`src/rtl/freq_meter.sv`:
```
`default_nettype none
// ============================================================================
//  Module   : freq_meter
//  Purpose  : Measures the frequency of an external signal. Rising edges of
//             sig_in are counted over a fixed gate window of GATE_CYCLES
//             system clocks. Windows run back-to-back while enable is high.
//             With the default 1 s gate at 50 MHz, freq reads directly in Hz.
//  Ports    :
//    clock    in   1      system clock, rising-edge
//    reset    in   1      asynchronous, active-low (0 = reset)
//    enable   in   1      1 = measure continuously, 0 = abort and idle
//    sig_in   in   1      signal under test, asynchronous to clock
//    freq     out  CNT_W  rising-edge count of the last completed window
//    valid    out  1      one-cycle pulse when freq/overflow update
//    overflow out  1      last completed window saturated the edge counter
//    busy     out  1      a window is in progress
//  Revision : 1.0  initial release
// ============================================================================
module freq_meter #(
  parameter int GATE_CYCLES = 50_000_000,
  parameter int CNT_W       = 32,
  parameter int GATE_W      = 26
) (
  input  logic             clock,
  input  logic             reset,
  input  logic             enable,
  input  logic             sig_in,
  output logic [CNT_W-1:0] freq,
  output logic             valid,
  output logic             overflow,
  output logic             busy
);

  localparam logic [0:0]        c_idle      = 1'b0;
  localparam logic [0:0]        c_measure   = 1'b1;
  localparam logic [GATE_W-1:0] c_gate_last = GATE_W'(GATE_CYCLES - 1);
  localparam logic [GATE_W-1:0] c_gate_one  = {{(GATE_W-1){1'b0}}, 1'b1};
  localparam logic [CNT_W-1:0]  c_edge_one  = {{(CNT_W-1){1'b0}}, 1'b1};

  logic [0:0]        r_state;
  logic [0:0]        w_state_nxt;

  logic              r_s1;
  logic              r_s2;
  logic              r_s3;
  logic              w_rise;

  logic [GATE_W-1:0] r_gate_cnt;
  logic [CNT_W-1:0]  r_edge_cnt;
  logic              r_sat;
  logic [CNT_W-1:0]  r_freq;
  logic              r_overflow;
  logic              r_valid;

  logic              w_busy;
  logic              w_counting;
  logic              w_last;
  logic              w_edge_full;
  logic [CNT_W-1:0]  w_edge_nxt;
  logic              w_sat_nxt;

  // Two-flop synchronizer followed by an edge-detect flop.
  always_ff @(posedge clock or negedge reset) begin
    if (!reset) begin
      r_s1 <= 1'b0;
      r_s2 <= 1'b0;
      r_s3 <= 1'b0;
    end else begin
      r_s1 <= sig_in;
      r_s2 <= r_s1;
      r_s3 <= r_s2;
    end
  end

  assign w_rise = r_s2 & ~r_s3;

  // State register.
  always_ff @(posedge clock or negedge reset) begin
    if (!reset) begin
      r_state <= c_idle;
    end else begin
      r_state <= w_state_nxt;
    end
  end

  // Next-state logic.
  always_comb begin
    w_state_nxt = r_state;
    case (r_state)
      c_idle:    if (enable)  w_state_nxt = c_measure;
      c_measure: if (!enable) w_state_nxt = c_idle;
      default:   w_state_nxt = c_idle;
    endcase
  end

  // State-derived outputs and window-control strobes.
  always_comb begin
    w_busy     = (r_state == c_measure);
    // Dropping enable discards the window, even on its final cycle.
    w_counting = w_busy & enable;
    w_last     = w_counting & (r_gate_cnt == c_gate_last);
  end

  // Saturating edge count; r_sat remembers that an edge was lost this window.
  assign w_edge_full = &r_edge_cnt;
  assign w_edge_nxt  = (w_rise & ~w_edge_full) ? (r_edge_cnt + c_edge_one) : r_edge_cnt;
  assign w_sat_nxt   = r_sat | (w_rise & w_edge_full);

  always_ff @(posedge clock or negedge reset) begin
    if (!reset) begin
      r_gate_cnt <= '0;
      r_edge_cnt <= '0;
      r_sat      <= 1'b0;
      r_freq     <= '0;
      r_overflow <= 1'b0;
      r_valid    <= 1'b0;
    end else begin
      r_valid <= 1'b0;
      if (!w_counting) begin
        r_gate_cnt <= '0;
        r_edge_cnt <= '0;
        r_sat      <= 1'b0;
      end else if (w_last) begin
        // Boundary cycle: a rise here belongs to the closing window, and the
        // next window starts immediately with cleared counters.
        r_freq     <= w_edge_nxt;
        r_overflow <= w_sat_nxt;
        r_valid    <= 1'b1;
        r_gate_cnt <= '0;
        r_edge_cnt <= '0;
        r_sat      <= 1'b0;
      end else begin
        r_gate_cnt <= r_gate_cnt + c_gate_one;
        r_edge_cnt <= w_edge_nxt;
        r_sat      <= w_sat_nxt;
      end
    end
  end

  assign freq     = r_freq;
  assign valid    = r_valid;
  assign overflow = r_overflow;
  assign busy     = w_busy;

endmodule
`default_nettype wire

```
`config.mk`:
```
export PLATFORM = sky130hd
export DESIGN_NAME = freq_meter
export DESIGN_NICKNAME = d
export VERILOG_FILES = /design/src/rtl/freq_meter.sv
export SDC_FILE = /design/constraint.sdc
export NUM_CORES = 1
export LEC_CHECK = 0
export BUFFER_PORTS_ARGS = -buffer_cell sky130_fd_sc_hd__buf_4
export CAP_MARGIN = 10
export CORE_MARGIN = 2
export CORE_UTILIZATION = 41
export CTS_CLUSTER_DIAMETER = 200
export CTS_CLUSTER_SIZE = 40
export DETAILED_ROUTE_END_ITERATION = 12
export PLACE_DENSITY_LB_ADDON = 0.15
export REMOVE_ABC_BUFFERS = 1
export SLEW_MARGIN = 10
export SYNTH_ARGS = -nofsm -noshare
export SYNTH_HDL_FRONTEND = slang
export SYNTH_SLANG_ARGS = --single-unit
```
`constraint.sdc`:
```
create_clock -name clock -period 2.4 [get_ports clock]
set_clock_uncertainty 0.2 [all_clocks]
set_input_delay 0 -clock clock [delete_from_list [all_inputs] [get_ports clock]]
set_output_delay 0 -clock clock [all_outputs]
set_load 0.1 [all_outputs]
```
==> flow_summary.json <==
{
  "critPathSlowestCell": "or3_4",
  "irDropWorstVdd_uv": 365.6,
  "via_per_inst": 5.578,
  "ys.flop_type": "dfrtp_1",
  "path_clk_slew_ps": 100,
  "clock_path_buffers": 2,
  "critical_path.most_common_cell": "or3_4",
  "syn_inst": 456,
  "drv_slew": 0,
  "start_kind": "flop",
  "final_common_cell": "dfrtp_1",
  "p_sw_w": 0.0006477,
  "hold_violations": 0,
  "synth-seq-cells": 97,
  "fp.coreArea_um2": 10790,
  "drc": 0,
  "clock_latency_ps": 370,
  "dp_hpwl_um": 6972,
  "cts_tree": "yes",
  "synth-seq-area-share_pct": 53.68,
  "avgRoutedWirePerCell_um": 16.06,
  "cts_max_level": 3,
  "fp.dieW_um": 109.0,
  "period_share_pct": 96.41,
  "tightest_slew_ps": 543.3,
  "cp_cell_sequence": "nand4_1 -> or3_4 -> or3_4 -> or4_4 -> a21oi_1",
  "place_area_um2": 5082,
  "cts_root_buf": "clkbuf_8",
  "fin_area_um2": 5465,
  "numCtsBuffers": 9,
  "grt_overflow": 0,
  "hold_path_class": "primary input to flop",
  "seqCellArea_um2": 2429,
  "track_usage_pct": 19.04,
  "start_util_pct": 41.90,
  "p_leak_nw": 2.295,
  "dr.first_iter.drc_count": 145,
  "critical_path_required_ps": 2500,
  "p_sw_share_pct": 23.15,
  "syn_area_um2": 4522,
  "mostFrequentLayoutCells": "96 x dfrtp_1, 65 x nor2_1, 56 x buf_4",
  "ant_nets": 0,
  "grt_max_degree": 63,
  "fin_nets": 515,
  "fmax_ghz": 0.4322,
  "worst-setup-path-type": "flop to flop",
  "clock_power_share_pct": 37.9,
  "grt_pass1_vias": 3645,
  "cap_violations": 0,
  "cp_max_fo": 6,
  "vias": 3648,
  "row_count": 38,
  "io_pins": 39,
  "n_antenna_cell": 0,
  "fill_cells": 990,
  "dieArea_um2": 11890,
  "grt_pass1_wl_um": 17590,
  "drive_above_1_share_pct": 18.87,
  "gp_congestion": 0.8036,
  "final.setup.tns_ps": 0,
  "cts.sinks": 97,
  "min_period_ps": 2314,
  "yosysWarnings": 0,
  "crit_path_end_kind": "flop",
  "multi_input_area_um2": 2093,
  "power_frac_comb_pct": 3.4,
  "async_flop_share_pct": 100.0,
  "routed_wl_um": 10500,
  "outcome": "finished clean",
  "seq_power_share_pct": 58.7,
  "area_delta_synth_final_pct": 20.86,
  "die_h_um": 109.0,
  "synth_edf_count": 0,
  "portBuffers": 38,
  "drt_first_pass_iters": 4,
  "slew_headroom_pct": 63.62,
  "p_total_w": 0.002798,
  "cellPowerDensity_nw_per_um2": 512.0,
  "cpPeakStageDelay_ps": 450,
  "worstPathArrival_ps": 2410,
  "synth.distinct_cells": 40,
  "antenna_found_initial": 0,
  "rsz0062_at_grt": "true",
  "setup_viol": 0,
  "fin_util_pct": 50.64,
  "internal_power_w": 0.002150,
  "avgSynthCellArea_um2": 9.916
}
==> cells in the mapped netlist, types with 2 or more instances <==
cell / n / area, um^2
or4_1: 15 / 112.6
and3_1: 12 / 75.07
o31ai_1: 14 / 105.1
xor2_1: 21 / 183.9
dfrtp_1: 97 / 2427
nand4bb_1: 3 / 33.78
inv_1: 3 / 11.26
xnor2_1: 7 / 61.31
nor2_1: 65 / 244.0
and2_1: 6 / 37.54
o21ai_0: 16 / 80.08
a21oi_1: 28 / 140.1
a31oi_1: 27 / 168.9
and4_1: 10 / 87.58
o41ai_1: 4 / 35.03
nor3_1: 3 / 15.01
buf_4: 2 / 15.01
nand2_1: 25 / 93.84
ha_1: 2 / 25.02
nand4_1: 22 / 137.6
or3_4: 2 / 22.52
clkbuf_1: 12 / 45.04
nor4_1: 3 / 18.77
buf_2: 8 / 40.04
or3_1: 12 / 75.07
nand3_1: 23 / 115.1
==> kinds of logic after synthesis <==
family | Yosys count | share of synthesized area [%]
DFF | 97 | 53.68
and+or+nand+nor | 209 | 25.12
AOI/OAI and AO/OA | 93 | 12.42
adders and majority gates | 2 | 0.5533
xor gates and xnor gates | 28 | 5.423
buffers and inverters | 27 | 2.794
==> final timing paths <==
| path | from | endpoint | slack [ps] | cells past startpoint |
|---|---|---|---|---|
| min reg2reg | r_s1 | r_s2 | 150 | 0 |
| max | r_edge_cnt[2] | r_edge_cnt[21] | 90 | 5 |
| max reg2reg | r_edge_cnt[2] | r_edge_cnt[21] | 90 | 5 |
| min | sig_in | r_s1 | 80 | 2 |
| max in group asynchronous | reset | r_edge_cnt[25] | 1180 | 4 |
| min in group asynchronous | reset | freq[6] | 480 | 4 |
==> stage by stage <==
step	hold slack [ps]	instances	setup WS [ps]
2_1_floorplan	-495.6	432	-1042
3_3_place_gp	-200.9	630	129.1
3_5_place_dp	-189.3	630	90.00
4_1_cts	62.15	651	62.38
5_1_grt	70.29	654	-28.16
6_report	78.27	654	86.27
==> routing by layer <==
metal	up-vias	GRT usage, %	wire length (um)
met5	-	0	0
met1	1786	24.96	4917
met4	0	5.769	155
met2	68	31.90	5087
li1	1782	-	-
met3	12	3.766	343
==> worst max-delay path, delay by kind of cell (launching register included) <==
| family | cells | cell delay [ps] |
|---|---|---|
| AO/OA/AOI/OAI | 1 | 170 |
| flip-flops | 1 | 400 |
| AND/OR/NAND/NOR | 4 | 1470 |
==> layout make-up <==
cell class | count | share of cell area [%]
multi-input combinational | 333 | 38.30
clock buffer | 10 | 2.335
inverter | 3 | 0.2060
timing repair buffer | 65 | 10.26
tap | 140 | 3.205
clock inverter | 6 | 1.259
sequential | 97 | 44.44
==> power by group through the flow <==
stage	registers (W)	clock network (W)	logic [W]
after floorplan	0.00168	0	0.0000191
after CTS	0.00164	0.00111	0.0000997
after global routing	0.00164	0.00118	0.000110
final	0.00164	0.00106	0.0000963
after global placement	0.00168	0	0.0000890
after detailed placement	0.00168	0	0.0000900
==> state kept, by name, summed over array words and instances, names as in the netlist <==
name        flops
busy            1
overflow        1
valid           1
r_sat           1
r_s1            1
freq           32
r_edge_cnt     32
r_gate_cnt     26
r_s2            1
r_s3            1
==> what timing repair did <==
item | in CTS | in global routing
hold buffers | 5 | 0
endpoints found under the hold margin | 158 | 0
resized for setup | 0 | 18
setup buffers | 0 | 2
setup endpoints to repair | 0 | 14
No activity file was read; power rests on OpenSTA's default activity.
